File: src/rtl/alu_result_stage_if.sv
// alu_result_stage_if: operation bundle in, result/flag bundle out, valid/ready both sides.
// flag_p exists only when ALU_PARITY_FLAG_EN is defined.
interface alu_result_stage_if;
    logic       in_valid;
    logic       in_ready;
    logic [2:0] op;
    logic [3:0] a;
    logic [3:0] b;
    logic [3:0] add_res;
    logic [3:0] sub_res;
    logic [3:0] and_res;
    logic [3:0] or_res;
    logic [3:0] xor_res;
    logic       add_cout;
    logic       sub_bout;
    logic       out_valid;
    logic       out_ready;
    logic [3:0] result;
    logic       flag_z;
    logic       flag_c;
    logic       flag_v;
    logic       flag_n;
    logic       flag_ill;
`ifdef ALU_PARITY_FLAG_EN
    logic       flag_p;
`endif

    modport master (
        output in_valid, op, a, b,
        output add_res, sub_res, and_res, or_res, xor_res,
        output add_cout, sub_bout, out_ready,
        input  in_ready, out_valid, result,
        input  flag_z, flag_c, flag_v, flag_n, flag_ill
`ifdef ALU_PARITY_FLAG_EN
        , input flag_p
`endif
    );

    modport slave (
        input  in_valid, op, a, b,
        input  add_res, sub_res, and_res, or_res, xor_res,
        input  add_cout, sub_bout, out_ready,
        output in_ready, out_valid, result,
        output flag_z, flag_c, flag_v, flag_n, flag_ill
`ifdef ALU_PARITY_FLAG_EN
        , output flag_p
`endif
    );
endinterface

File: src/rtl/alu_result_stage.sv
// alu_result_stage: 4-bit ALU result select + flags into a 2-entry output queue.
// Define ALU_PARITY_FLAG_EN to add the even-parity flag_p output.
module alu_result_stage (
    input logic               clk,
    input logic               rst,
    alu_result_stage_if.slave bus
);
`ifdef ALU_PARITY_FLAG_EN
    localparam int W = 10;
`else
    localparam int W = 9;
`endif

    typedef enum logic [1:0] {
        EMPTY = 2'd0,
        ONE   = 2'd1,
        TWO   = 2'd2
    } state_t;

    state_t       state;
    state_t       state_nxt;
    logic         wr_ptr;
    logic         rd_ptr;
    logic [W-1:0] mem [2];
    logic [W-1:0] entry;
    logic         push;
    logic         pop;
    logic [3:0]   r;
    logic         z;
    logic         c;
    logic         v;
    logic         n;
    logic         ill;
    logic         unused_bits;

    assign unused_bits = ^{bus.a[2:0], bus.b[2:0]};

    // Handshake flags come straight from the state register only
    assign bus.in_ready  = (state != TWO);
    assign bus.out_valid = (state != EMPTY);
    assign push = bus.in_valid && bus.in_ready;
    assign pop  = bus.out_valid && bus.out_ready;

    always_comb begin
        r   = 4'b0000;
        c   = 1'b0;
        v   = 1'b0;
        ill = 1'b0;
        unique case (bus.op)
            3'b000: begin
                r = bus.add_res;
                c = bus.add_cout;
                v = (bus.a[3] == bus.b[3]) && (r[3] != bus.a[3]);
            end
            3'b001: begin
                r = bus.sub_res;
                c = bus.sub_bout;
                v = (bus.a[3] != bus.b[3]) && (r[3] != bus.a[3]);
            end
            3'b010:  r = bus.and_res;
            3'b011:  r = bus.or_res;
            3'b100:  r = bus.xor_res;
            default: ill = 1'b1;
        endcase
        z = (r == 4'b0000);
        n = r[3];
    end

`ifdef ALU_PARITY_FLAG_EN
    assign entry = {r, z, c, v, n, ill, ^r};
    assign {bus.result, bus.flag_z, bus.flag_c, bus.flag_v,
            bus.flag_n, bus.flag_ill, bus.flag_p} = mem[rd_ptr];
`else
    assign entry = {r, z, c, v, n, ill};
    assign {bus.result, bus.flag_z, bus.flag_c, bus.flag_v,
            bus.flag_n, bus.flag_ill} = mem[rd_ptr];
`endif

    always_comb begin
        state_nxt = state;
        unique case (state)
            EMPTY: if (push) state_nxt = ONE;
            ONE: begin
                if (push && !pop)      state_nxt = TWO;
                else if (pop && !push) state_nxt = EMPTY;
            end
            TWO:     if (pop) state_nxt = ONE;
            default: state_nxt = EMPTY;
        endcase
    end

    always_ff @(posedge clk or posedge rst) begin
        if (rst) begin
            state  <= EMPTY;
            wr_ptr <= 1'b0;
            rd_ptr <= 1'b0;
            mem[0] <= '0;
            mem[1] <= '0;
        end else begin
            state <= state_nxt;
            if (push) begin
                mem[wr_ptr] <= entry;
                wr_ptr      <= ~wr_ptr;
            end
            if (pop) rd_ptr <= ~rd_ptr;
        end
    end
endmodule

File: src/flat_wrapper.sv
// flat-port wrapper written by rule: the top's interface ports become plain ports
module alu_result_stage_flat 
  (clk, rst, bus_in_valid, bus_op, bus_a, bus_b, bus_add_res, bus_sub_res, bus_and_res, bus_or_res, bus_xor_res, bus_add_cout, bus_sub_bout, bus_out_ready, bus_in_ready, bus_out_valid, bus_result, bus_flag_z, bus_flag_c, bus_flag_v, bus_flag_n, bus_flag_ill);
  alu_result_stage_if bus_i ();
  input logic clk;
  input logic rst;
  input wire logic [$bits(bus_i.in_valid)-1:0] bus_in_valid;
  input wire logic [$bits(bus_i.op)-1:0] bus_op;
  input wire logic [$bits(bus_i.a)-1:0] bus_a;
  input wire logic [$bits(bus_i.b)-1:0] bus_b;
  input wire logic [$bits(bus_i.add_res)-1:0] bus_add_res;
  input wire logic [$bits(bus_i.sub_res)-1:0] bus_sub_res;
  input wire logic [$bits(bus_i.and_res)-1:0] bus_and_res;
  input wire logic [$bits(bus_i.or_res)-1:0] bus_or_res;
  input wire logic [$bits(bus_i.xor_res)-1:0] bus_xor_res;
  input wire logic [$bits(bus_i.add_cout)-1:0] bus_add_cout;
  input wire logic [$bits(bus_i.sub_bout)-1:0] bus_sub_bout;
  input wire logic [$bits(bus_i.out_ready)-1:0] bus_out_ready;
  output wire logic [$bits(bus_i.in_ready)-1:0] bus_in_ready;
  output wire logic [$bits(bus_i.out_valid)-1:0] bus_out_valid;
  output wire logic [$bits(bus_i.result)-1:0] bus_result;
  output wire logic [$bits(bus_i.flag_z)-1:0] bus_flag_z;
  output wire logic [$bits(bus_i.flag_c)-1:0] bus_flag_c;
  output wire logic [$bits(bus_i.flag_v)-1:0] bus_flag_v;
  output wire logic [$bits(bus_i.flag_n)-1:0] bus_flag_n;
  output wire logic [$bits(bus_i.flag_ill)-1:0] bus_flag_ill;
  assign bus_i.in_valid = bus_in_valid;
  assign bus_i.op = bus_op;
  assign bus_i.a = bus_a;
  assign bus_i.b = bus_b;
  assign bus_i.add_res = bus_add_res;
  assign bus_i.sub_res = bus_sub_res;
  assign bus_i.and_res = bus_and_res;
  assign bus_i.or_res = bus_or_res;
  assign bus_i.xor_res = bus_xor_res;
  assign bus_i.add_cout = bus_add_cout;
  assign bus_i.sub_bout = bus_sub_bout;
  assign bus_i.out_ready = bus_out_ready;
  assign bus_in_ready = bus_i.in_ready;
  assign bus_out_valid = bus_i.out_valid;
  assign bus_result = bus_i.result;
  assign bus_flag_z = bus_i.flag_z;
  assign bus_flag_c = bus_i.flag_c;
  assign bus_flag_v = bus_i.flag_v;
  assign bus_flag_n = bus_i.flag_n;
  assign bus_flag_ill = bus_i.flag_ill;
  alu_result_stage u_core (.clk(clk), .rst(rst), .bus(bus_i));
endmodule
File: config.mk
export PLATFORM = sky130hd
export DESIGN_NAME = alu_result_stage_flat
export DESIGN_NICKNAME = d
export VERILOG_FILES = /design/src/rtl/alu_result_stage_if.sv /design/src/rtl/alu_result_stage.sv /design/src/flat_wrapper.sv
export SDC_FILE = /design/constraint.sdc
export NUM_CORES = 1
export LEC_CHECK = 0
export BUFFER_PORTS_ARGS = -buffer_cell sky130_fd_sc_hd__buf_4
export CAP_MARGIN = 20
export CORE_ASPECT_RATIO = 0.9
export CORE_MARGIN = 5
export CORE_UTILIZATION = 24
export DETAILED_ROUTE_END_ITERATION = 6
export SLEW_MARGIN = 20
export SYNTH_ARGS = -nofsm -noshare
export SYNTH_HDL_FRONTEND = slang
export SYNTH_SLANG_ARGS = --single-unit
export TNS_END_PERCENT = 30
File: constraint.sdc
create_clock -name clk -period 1.45 [get_ports clk]
set_input_delay 0.2175 -clock clk [delete_from_list [all_inputs] [get_ports clk]]
set_output_delay 0.2175 -clock clk [all_outputs]
set_load 0.1 [all_outputs]
==> results.sh <==
export IMPL_final_cell_mix="buf_4, dfrtp_1, nand2_1, mux2_2, mux2_4"
export IMPL_nFillCells=474
export IMPL_cts_buffers=3
export IMPL_p_per_area_nw_per_um2=2090
export IMPL_antenna_cells=0
export IMPL_synth_top_cell_area_share_pct=41.8
export IMPL_synthCells=114
export IMPL_die_x_um=84.5
export IMPL_setup_violations=10
export IMPL_ff_latch_area_sq_um=502
export IMPL_hpwl_mm=2.25
export IMPL_slew_headroom_pct=66.9
export IMPL_cp_end_kind="primary output"
export IMPL_crit_path_max_fanout=5
export IMPL_cts_sinks=20
export IMPL_post_place_ws_ns=-0.0138
export IMPL_die_area_sq_um=6510
export IMPL_ff2ff_path_depth=5
export IMPL_drive_gt1_share_pct=52.8
export IMPL_grt_max_degree=21
export IMPL_crit_arrival_ns=1.32
export IMPL_grt_util_all_layers_pct=9.34
export IMPL_path_class="reg2out"
export IMPL_insertion_delay_ns=0.26
export IMPL_remaining_drc_errors=0
export IMPL_wl_per_cell_um=12.6
export IMPL_max_freq_ghz=0.650
export IMPL_period_minus_slack_ns=1.54
export IMPL_synthesis_nets=151
export IMPL_drt_total_wl_mm=2.88
export IMPL_die_h_um=77.0
export IMPL_report_power_total_mw=3.91
export IMPL_cp_start_kind="register"
export IMPL_finalMaxSlewViolations=0
export IMPL_hold_path_endpoint="u_core.state[1]$_DFFE_PP0P_"
export IMPL_fin_ws_ns=-0.0884
export IMPL_finalHoldViolCount=0
export IMPL_clk_path_buf_depth=2
export IMPL_ios=48
export IMPL_tns_ns=-0.695
export IMPL_status="finished with violations"
export IMPL_grt_pass1_vias=1042
export IMPL_core_area_sq_um=4830
export IMPL_overflow=0
export IMPL_min_delay_start="bus_out_ready"
export IMPL_multiInputGateArea_sq_um=676
export IMPL_first_pass_iters=4
export IMPL_vias=1000
export IMPL_viasPerCell=4.39
export IMPL_seq_area_frac_synth_pct=41.8
export IMPL_fin_crit_sh_pct=106
export IMPL_cts_tree="yes"
export IMPL_nets=201
export IMPL_gp_congestion=0.761
export IMPL_reg2reg_to="u_core.mem[4]$_DFFE_PP0P_"
export IMPL_hold_depth=2
export IMPL_cts_root_buf="clkbuf_8"
export IMPL_io_buffers=41
export IMPL_yosys_register_bits=20
export IMPL_area_delta_synth_final_pct=55.7
export IMPL_ir_drop_v=0.00115
export IMPL_grt_pass1_wl_mm=4.88
export IMPL_synth_avg_cell_area_sq_um=10.5
export IMPL_cts_htree_levels=1
export IMPL_violations="setup timing"
export IMPL_fin_skew_ns=0.00340
export IMPL_cts_clk_slew_worst_paths_ns=0.08
export IMPL_r2r_start="u_core.state[1]$_DFFE_PP0P_"
export IMPL_p_leak_nw=0.869
export IMPL_final_common_cell="buf_4"
export IMPL_netlist_area_sq_um=1200
export IMPL_synthDistinctLibCells=33
export IMPL_yosys_top_cells_area="dfrtp_1, mux2_2, nand2_1, o41ai_2, o21ai_0"
export IMPL_antenna_found_initial=0
export IMPL_required_ns=1.23
export IMPL_hold_path_class="in2reg"
export IMPL_rsz0062_at_grt="yes"
export IMPL_dp_cells=220
export IMPL_drt_iter0_markers=44
export IMPL_reg2reg_slack_ns=0.06
export IMPL_synth_top_area_cell="dfrtp_1"
export IMPL_yosys_warnings=0
export IMPL_cap_viol_max_count=0
export IMPL_start_util_pct=24.8
export IMPL_tightest_slew_ns=0.497
export IMPL_ant_nets=0
export IMPL_fin_cells=228
export IMPL_rows=24
area by class of cell:
class	count	area share [%]
clock buffers	3	2.21
flip-flops and latches	20	26.9
inverters	4	1.01
clock inverters	1	1.61
multi-input cells	82	36.2
well taps	65	4.36
repair buffers	53	27.7
flip-flops by register name (all words and copies together), names as in the netlist:
register,flops
u_core.mem,16
u_core.rd_ptr,1
u_core.state,2
u_core.wr_ptr,1
per-stage QoR:
stage / instance area [sq um] / utilization, % / hold slack (ns)
detailed placement: 1630 / 33.6 / 0.273
CTS: 1820 / 37.6 / 0.135
floorplan: 1240 / - / 0.181
finish: 1870 / 38.6 / 0.137
global placement: 1630 / 33.6 / 0.271
global route: 1870 / 38.6 / 0.131
worst max path at each step:
stage	startpoint	to	slack (ns)
after global placement	bus_op[2]	u_core.mem[10]$_DFFE_PP0P_	-0.01
after CTS	u_core.rd_ptr$_DFFE_PP0P_	bus_flag_n	-0.08
final	u_core.rd_ptr$_DFFE_PP0P_	bus_flag_n	-0.09
after floorplan	u_core.state[0]$_DFFE_PP0P_	u_core.mem[1]$_DFFE_PP0P_	-0.34
after global routing	u_core.rd_ptr$_DFFE_PP0P_	bus_flag_n	-0.13
after detailed placement	bus_op[2]	u_core.mem[10]$_DFFE_PP0P_	-0.01
layer usage:
layer / track usage (%) / routed length (um)
met1: 11.7 / 1310
met2: 15.6 / 1420
met3: 1.71 / 83
met4: 3.96 / 66
met5: 0 / 0
cell usage after synthesis:
library cell and count:
a32oi_1 1, dfrtp_1 20, a31oi_1 2, or3_1 1
xnor2_1 1, nor2b_1 4, a22oi_4 1, nor3_1 1
buf_6 2, buf_4 1, nand3_1 5, nor3_2 1
nand2_1 10, clkbuf_1 2, o22ai_1 3, or2_2 1
a22oi_1 3, o21a_1 3, nor2_1 4, nand2_2 1
a21oi_1 3, nand3b_1 3, a21boi_0 1, o41ai_2 2
nor3b_1 2, and2b_4 1, mux2_4 1, o21ai_0 6
mux2i_1 2, buf_2 3, mux2_2 18, a221oi_1 1
inv_1 4
worst max-delay path, stage by stage, from the launching register on:
cell     delay (ns)
dfrtp_2        0.42
buf_6          0.14
mux2_4         0.33
buf_12         0.17
report_power, final:
group / total [mW] / internal [mW] / switching, mW
Combinational: 2.50 / 0.968 / 1.53
Sequential: 0.849 / 0.744 / 0.105
Clock: 0.559 / 0.368 / 0.191
kinds of logic (layout without fill, tap and decap cells):
family | Yosys count | count (layout) | synth area share [%]
multiplexers | 21 | 21 | 19.8
flip-flops | 20 | 20 | 41.8
XOR/XNOR | 1 | 1 | 0.731
AND/OR/NAND/NOR | 34 | 34 | 15.3
buffers and inverters | 12 | 61 | 5.64
AO/OA/AOI/OAI | 26 | 26 | 16.7
what timing repair did:
item / in CTS / in global routing
gates resized for setup: 26 / 10
pin swaps: 1 / 0
hold endpoints to repair: 20 / 0
setup buffers: 2 / 1
gates cloned: 0 / 0
endpoints found under the setup margin: 11 / 16
hold buffers: 1 / 0
(Power assumes the default switching activity.)
